--- src/rtl/scalar_wb_arbiter.sv ---
// Scalar register-file writeback arbiter: merges in-order scalar results with
// buffered vector-to-scalar results and tracks outstanding vector-to-scalar rds.
module scalar_wb_arbiter #(
    parameter int XLEN         = 32,
    parameter int FIFO_DEPTH   = 4,
    parameter int STARVE_LIMIT = 8
) (
    input  logic            clk,
    input  logic            rst,
    input  logic            wb_valid,
    input  logic [4:0]      wb_rd,
    input  logic [XLEN-1:0] wb_data,
    input  logic            vs_valid,
    output logic            vs_ready,
    input  logic [4:0]      vs_rd,
    input  logic [XLEN-1:0] vs_data,
    input  logic            issue_valid,
    input  logic [4:0]      issue_rd,
    output logic            reg_write,
    output logic [4:0]      wr_reg,
    output logic [XLEN-1:0] write_data_sca,
    output logic [31:0]     busy_mask,
    output logic            stall_req
);

    localparam int PTR_W = $clog2(FIFO_DEPTH);
    localparam int CNT_W = PTR_W + 1;
    localparam int STV_W = $clog2(STARVE_LIMIT + 1);
    localparam logic [CNT_W-1:0] FULL_CNT   = CNT_W'(FIFO_DEPTH);
    localparam logic [STV_W-1:0] STARVE_MAX = STV_W'(STARVE_LIMIT);

    typedef struct packed {
        logic [4:0]      rd;
        logic [XLEN-1:0] data;
    } vs_entry_t;

    vs_entry_t        fifo_mem [FIFO_DEPTH];
    vs_entry_t        head;
    logic [PTR_W-1:0] wr_ptr, rd_ptr;
    logic [CNT_W-1:0] count;
    logic [STV_W-1:0] starve_cnt;

    logic             fifo_empty, fifo_full;
    logic             push, pop;
    logic             sel_valid;
    logic [4:0]       sel_rd;
    logic [XLEN-1:0]  sel_data;
    logic [31:0]      busy_set, busy_clr;

    // Readiness comes only from the registered count, so a pop never frees
    // a slot for a push in the same cycle.
    assign fifo_empty = (count == '0);
    assign fifo_full  = (count == FULL_CNT);
    assign vs_ready   = !fifo_full;
    assign push       = vs_valid && !fifo_full;
    assign pop        = !wb_valid && !fifo_empty;
    assign head       = fifo_mem[rd_ptr];

    always_comb begin
        sel_valid = 1'b0;
        sel_rd    = '0;
        sel_data  = '0;
        if (wb_valid) begin
            sel_valid = 1'b1;
            sel_rd    = wb_rd;
            sel_data  = wb_data;
        end else if (pop) begin
            sel_valid = 1'b1;
            sel_rd    = head.rd;
            sel_data  = head.data;
        end
    end

    always_comb begin
        busy_set = '0;
        busy_clr = '0;
        if (issue_valid && issue_rd != 5'd0)
            busy_set = 32'(1) << issue_rd;
        if (pop && head.rd != 5'd0)
            busy_clr = 32'(1) << head.rd;
    end

    // Storage carries no reset; validity is defined by the pointers/count.
    always_ff @(posedge clk) begin
        if (push)
            fifo_mem[wr_ptr] <= '{rd: vs_rd, data: vs_data};
    end

    always_ff @(posedge clk or negedge rst) begin
        if (!rst) begin
            wr_ptr <= '0;
            rd_ptr <= '0;
            count  <= '0;
        end else begin
            if (push)
                wr_ptr <= wr_ptr + PTR_W'(1);
            if (pop)
                rd_ptr <= rd_ptr + PTR_W'(1);
            case ({push, pop})
                2'b10:   count <= count + CNT_W'(1);
                2'b01:   count <= count - CNT_W'(1);
                default: count <= count;
            endcase
        end
    end

    // Counts cycles a non-empty FIFO loses to the scalar pipeline.
    always_ff @(posedge clk or negedge rst) begin
        if (!rst) begin
            starve_cnt <= '0;
            stall_req  <= 1'b0;
        end else begin
            if (fifo_empty || pop)
                starve_cnt <= '0;
            else if (wb_valid && starve_cnt != STARVE_MAX)
                starve_cnt <= starve_cnt + STV_W'(1);
            stall_req <= fifo_full || (starve_cnt == STARVE_MAX);
        end
    end

    always_ff @(posedge clk or negedge rst) begin
        if (!rst) begin
            reg_write      <= 1'b0;
            wr_reg         <= '0;
            write_data_sca <= '0;
        end else begin
            reg_write <= sel_valid && (sel_rd != 5'd0);
            if (sel_valid) begin
                wr_reg         <= sel_rd;
                write_data_sca <= sel_data;
            end
        end
    end

    // Set beats clear so a reissue to the popped rd stays pending.
    always_ff @(posedge clk or negedge rst) begin
        if (!rst)
            busy_mask <= '0;
        else
            busy_mask <= (busy_mask & ~busy_clr) | busy_set;
    end

endmodule

--- config.mk ---
export PLATFORM = sky130hd
export DESIGN_NAME = scalar_wb_arbiter
export DESIGN_NICKNAME = d
export VERILOG_FILES = /design/src/rtl/scalar_wb_arbiter.sv
export SDC_FILE = /design/constraint.sdc
export NUM_CORES = 1
export LEC_CHECK = 0
export ABC_AREA = 0
export ABC_CLOCK_PERIOD_IN_PS = 3150
export CAP_MARGIN = 20
export CORE_MARGIN = 10
export CORE_UTILIZATION = 53
export CTS_CLUSTER_DIAMETER = 40
export DETAILED_ROUTE_END_ITERATION = 6
export GPL_TIMING_DRIVEN = 0
export PLACE_DENSITY = 0.79
export SETUP_SLACK_MARGIN = 0.4
export SYNTH_ARGS = -nofsm -noshare
export SYNTH_HDL_FRONTEND = slang
export SYNTH_SLANG_ARGS = --single-unit
--- constraint.sdc ---
create_clock -name clk -period 3.15 [get_ports clk]
set_clock_uncertainty 0.15 [all_clocks]
set_input_delay 0.945 -clock clk [delete_from_list [all_inputs] [get_ports clk]]
set_output_delay 0.945 -clock clk [all_outputs]
set_load 0.01 [all_outputs]
Word-level counts from Yosys, hierarchy flattened
Memory sizes are Yosys's and may differ from the RTL's.
Index checks and enable logic that the tools add are counted.
{"block": "word_totals", "ff_bits": 82, "ramBits": 148, "inputBits": 84, "out_inout_bits": 72, "word_cells": 55, "mem_count": 1}
{"name": "fifo_mem", "words": 4, "width": 37, "read_ports": 1, "rd_ports_with_merged_regs": 0, "wr": 1, "line": "37", "rtl": "vs_entry_t fifo_mem [FIFO_DEPTH];"}
{"block": "classes", "add_sub_neg": 5, "n_eq_ne": 5, "shifts": 2, "n_mux": 13, "bitwise": 3, "reduce_logical": 17}
{"cell": "2-to-1 mux 32 bit", "n": 4}
{"cell": "left shift 1 x 5 -> 32 bit (first input constant)", "n": 2}
{"cell": "bitwise AND 32 bit", "n": 1}
{"cell": "inverter 32 bit", "n": 1}
{"cell": "OR 32 bit", "n": 1}
{"cell": "nonzero test 5 bit", "n": 3}
{"cell": "2-to-1 mux 5 bit", "n": 2}
{"cell": "2-to-1 mux 4 bit", "n": 2}
{"cell": "logical AND 1 bit", "n": 6}
{"cell": "one-hot mux 3 bit (2 select lines)", "n": 1}
{"cell": "adder 2 x 1 -> 2 bit (second input constant)", "n": 2}
{"cell": "adder 4 x 1 -> 4 bit (second input constant)", "n": 1}
{"cell": "equality test 4 bit (second input constant)", "n": 1}
{"cell": "2-to-1 mux 1 bit", "n": 4}
{"cell": "!= test 4 bit (second input constant)", "n": 1}
{"cell": "nonzero test 2 bit", "n": 2}
{"cell": "adder 3 x 1 -> 3 bit (second input constant)", "n": 1}
{"cell": "equality test 3 bit (second input constant)", "n": 1}
{"cell": "logical NOT 1 bit", "n": 3}
{"cell": "logical NOT 3 bit", "n": 1}
{"cell": "subtractor 3 x 1 -> 3 bit (second input constant)", "n": 1}
{"cell": "equality test 2 x 1 -> 1 bit (second input constant)", "n": 1}
{"cell": "equality test 2 bit (second input constant)", "n": 1}
{"cell": "logical OR 1 bit", "n": 2}

Logic depth before layout (Yosys ltp)
{"block": "depth", "ltp_word": 8, "depth_mapped": 10, "mapped_depth_nobuf": 9}

Least setup slack after synthesis
No wires, ideal clock.
{"block": "synth_path", "kind": "input-to-reg", "start": "input wb_valid", "end": "register count[2]", "setup_ns": 0.079, "t_arrival_ns": 2.649, "t_required_ns": 2.921, "path_slack_ns": 0.272, "path_stages": 10, "n_path_buf": 2, "path_cell_list": "clkbuf_1 nand2b_1 inv_2 clkbuf_1 ha_1 inv_1 fa_1 xor2_1 nor2_1 xor2_1"}
{"block": "synth_between", "elab_chain_len": 4, "word_cells_on_any_way": 6, "classes_between": "eq/ne (2); mux (1); reduce/logical (3)"}
{"element": "start: declaration", "line": "10", "rtl": "input logic wb_valid,"}
{"element": "logical NOT 1 bit (*)", "line": "56", "rtl": "assign pop = !wb_valid && !fifo_empty;"}
{"element": "logical AND 1 bit (*)", "line": "56"}
{"element": "named net pop", "line": "44", "rtl": "logic push, pop;"}
{"element": "equality test 2 x 1 -> 1 bit / equality test 2 bit (equally long branches)", "line": "99", "rtl": "case ({push, pop})"}
{"element": "one-hot mux 3 bit (2 select lines) / nonzero test 2 bit (equally long branches)"}
{"element": "end signal: assignment", "line": "100", "rtl": "2'b10: count <= count + CNT_W'(1);"}
{"element": "end signal: assignment", "line": "101", "rtl": "2'b01: count <= count - CNT_W'(1);"}
{"element": "end signal: assignment", "line": "102", "rtl": "default: count <= count;"}
{"element": "end: declaration", "line": "40", "rtl": "logic [CNT_W-1:0] count;"}
The timed path passes the listed nets; every way through them passes the cells marked *.
A chain may end at the register's enable or synchronous reset.

Final worst setup path
{"block": "layout_path", "start": "register count[0]", "end": "output vs_ready"}
{"block": "layout_between", "elab_chain_len": 2}
{"element": "equality test 3 bit", "line": "53", "rtl": "assign fifo_full = (count == FULL_CNT);"}
{"element": "logical NOT 1 bit", "line": "54", "rtl": "assign vs_ready = !fifo_full;"}
{"element": "end: declaration", "line": "14", "rtl": "output logic vs_ready,"}
Every way passes these cells.

==> impl_summary.md <==
GRT
Across every metal layer, demand over resource in global routing totals 0.201. The first-pass GRT wire length is 35.0 mm. Summed over all layers, the global routing overflow is 0. The number of antenna violations at the first check in global routing is 0.

The number of global-route vias before repair was 6113. Entering global routing, the biggest net connects 62 pins.

Power
The worst vdd rail ir drop is 0.604 mV. The total power per unit cell area is 974 nW/µm². Summed over all cells, the static leakage comes to 4.58 nW.

Finish
In the final layout, the share of cells above drive strength 1 is 0.149. In the final layout, the registers with the most flip-flops are fifo_mem: 148 flops, busy_mask: 32 flops, write_data_sca: 32 flops. The layout-stage area growth over the synthesis result is 34.2%. The number of filler instances in the final layout is 1011. The total area of multi-input combinational cells is 2140 µm². The summed area of non-filler cells in the final layout is 11900 µm². The register with the most flip-flops in the layout has 148 of them. Summing all flip-flop and latch instances after layout gives 6500 µm². The net count of the finished layout is 826.

Counting flops per register, the top entry is fifo_mem.

CTS
The clock sink total is 230. The TritonCTS clock tree is built. The number of clock buffers added by TritonCTS is 30.

The maximum clock path buffer count is 3. CTS placed an instance of sky130_fd_sc_hd__clkbuf_16 at the clock tree root. Clock-pin slew was measured on the worst setup and hold paths at 0.05 ns. The hold-fix buffer count after cts is 0. The clock reaches the later pin of the worst-skew pair after 0.53 ns.

CTS built an H-tree with a depth of 1.

Critical path
The worst register-to-register path begins at count[0]. At the worst endpoint, the required time is 2.05 ns. The worst setup path is launched from a flop. The delay contributed by the slowest stage of the critical path is 0.41 ns. The endpoint type of the worst setup path is a primary output.

The endpoint of the worst register-to-register path is write_data_sca[27]. The critical path's slowest cell is sky130_fd_sc_hd__dfrtp_1. The worst setup path is of the reg2out kind. Traced cell by cell, the critical path runs through inv_1 -> nand3_4 -> dlygate4sd2_1. Setup slack on the worst reg-to-reg path comes out at 0.52 ns. STA puts the critical path data arrival time at 1.54 ns.

The critical path starts at count[0]. The worst reg-to-reg path cell count is 5. The peak fanout along the critical path is 7.

Logic synthesis
By count the netlist is led by sky130_fd_sc_hd__edfxtp_1 (148), sky130_fd_sc_hd__dfrtp_1 (82), sky130_fd_sc_hd__nand2_1 (68). Among all flip-flop cells after synthesis, the most frequent one is sky130_fd_sc_hd__edfxtp_1. By area the synthesized netlist is led by sky130_fd_sc_hd__edfxtp_1 (50%), sky130_fd_sc_hd__dfrtp_1 (23%), sky130_fd_sc_hd__mux4_2 (9.4%). Synthesis produced a netlist with a net count of 635. The post-synthesis instance area is 8900 µm². The netlist uses 35 different library cells. The fraction of registers with async set/reset is 0.357. Of the post-synthesis cell area, the dominant cell type holds 0.499. The number of warnings printed during yosys synthesis is 0.

The post-synthesis average cell area is 16.4 µm². The synthesized design contains 230 register bits. In the synthesized netlist, the number of instances is 543. The sequential element share of the synthesized area is 0.730. The number of synthesized flops with an enable pin is 148.

The most frequent cell after synthesis is sky130_fd_sc_hd__edfxtp_1. sky130_fd_sc_hd__edfxtp_1 takes more of the synthesized area than any other cell.

STA
The slew of the pin with the lowest slew margin is 1.06 ns. The post-layout minimum cycle time is 2.63 ns. The total count of max-transition violations in the final report is 0. The number of endpoints with negative hold slack in the final report is 0.

The number of setup violations in the final report is 0. Hold is met by 0.170 ns. The peak clock frequency supported by timing is 0.380 GHz. Setup repair after global routing left no endpoint under its margin.

Of the available clock period, the critical path in the final layout requires 0.835. In this run the tightest slew margin relative to its limit is 0.290.

Floorplan
The die is 150 µm wide. The die extent in y is 150 µm. The total die area is 22400 µm². The boundary pin count is 156. The total number of placement rows is 47. The initial core utilization is 0.539. The region available for standard cell placement spans 16500 µm².

Hold path
The worst hold path class is in2async.

Placed design
In this run the cell area measured after placement is 10800 µm². The routability congestion estimate is 0.868. Input and output buffers added on the ports amount to 154. The post-detailed-placement half-perimeter wirelength is 15.3 mm.

Job
Across the run, the number of max-cap violations was 0.

Routing
The detailed router finished its first iteration with 542 violations. Using the TritonRoute via totals, the vias-per-cell ratio works out to 5.78. For this run, design rule violations remaining after detail routing come to 7. The total routed wirelength is 22.8 mm.

In the final routed layout, each cell accounts on average for 23.3 µm. The first detailed-routing pass took 7 iterations. The via total after detailed routing is 5654. The detail route stage leaves a number of antenna-violating nets equal to 0.

Outcome
The final reports fail on DRC. The flow ran to the end, but the final reports show violations.
## through the flow
stage                     setup WS, ns  TNS, ns  std cells   util  total power, mW
after floorplan                  0.426        0        543      -             6.35
after global placement           -2.13  -249.07        917  0.649             7.91
after detailed placement        0.0717        0        922  0.656             8.13
after CTS                        0.447        0        978  0.722             11.7
after global routing             0.434        0        978  0.723             12.2
final                            0.518        0        979  0.723             11.6
## worst max-delay path: cells and delay by family (launching register included)
kind / cells / cell delay [ns]
buf+inv: 2 / 0.47
flops: 1 / 0.41
simple gates: 1 / 0.13
## worst max path at each step
stage	end
final	vs_ready
after global routing	vs_ready
after CTS	vs_ready
after detailed placement	count[2]
after global placement	write_data_sca[8]
after floorplan	count[2]
## layout make-up
cell class	instances	share of cell area
sequential	230	0.544
multi-input combinational	242	0.179
inverter	45	0.0141
clock inverter	12	0.0116
clock buffer	44	0.0795
timing repair buffer	159	0.139
buffer	26	0.00995
tap	220	0.0230
antenna	1	0.000209
## what timing repair did
item	4_1_cts	5_1_grt
resized for setup	2	1
endpoints found under the setup margin	1	1
setup buffers	0	0
gates cloned	0	0
## cells by family (layout without fill, tap and decap cells)
| kind of cell | Yosys count | count (layout) | share of synthesized area |
|---|---|---|---|
| mux | 40 | 40 | 0.0971 |
| fa+ha+maj | 8 | 8 | 0.0121 |
| simple gates | 114 | 114 | 0.0599 |
| flops | 230 | 230 | 0.730 |
| buf+inv | 71 | 286 | 0.0319 |
| compound gates | 72 | 72 | 0.0613 |
| xor+xnor | 8 | 8 | 0.00787 |
| other cells | 0 | 1 | 0 |
## power by group
group          internal, mW  switching [mW]
registers              4.10           0.398
logic                  1.77            1.83
clock network          2.27            1.27
## routing by layer
metal	track usage	vias to the layer above	part of all wire
met2	0.328	308	0.48
met3	0.0477	51	0.10
met5	0	-	0
li1	-	2477	-
met4	0.0687	0	0.026
met1	0.260	2818	0.39
## cells in the final DEF (no fill, tap or decap), types with 3 or more instances in the layout
cell	instances
sky130_fd_sc_hd__a222oi_1	37
sky130_fd_sc_hd__and3_2	4
sky130_fd_sc_hd__buf_1	4
sky130_fd_sc_hd__buf_16	3
sky130_fd_sc_hd__buf_2	8
sky130_fd_sc_hd__clkbuf_1	17
sky130_fd_sc_hd__clkbuf_16	35
sky130_fd_sc_hd__clkbuf_8	4
sky130_fd_sc_hd__clkdlybuf4s50_1	152
sky130_fd_sc_hd__clkinv_2	3
sky130_fd_sc_hd__clkinv_4	3
sky130_fd_sc_hd__dfrtp_1	82
sky130_fd_sc_hd__edfxtp_1	148
sky130_fd_sc_hd__ha_1	7
sky130_fd_sc_hd__inv_1	44
sky130_fd_sc_hd__inv_6	3
sky130_fd_sc_hd__mux4_2	37
sky130_fd_sc_hd__nand2_1	68
sky130_fd_sc_hd__nand2b_1	4
sky130_fd_sc_hd__nand3b_1	4
sky130_fd_sc_hd__nor2_1	14
sky130_fd_sc_hd__nor3_1	4
sky130_fd_sc_hd__o21ai_0	5
sky130_fd_sc_hd__o21ai_1	28
sky130_fd_sc_hd__or3b_1	3
sky130_fd_sc_hd__xnor2_1	5
sky130_fd_sc_hd__xor2_1	3
Power figures use the tool's default switching activity.
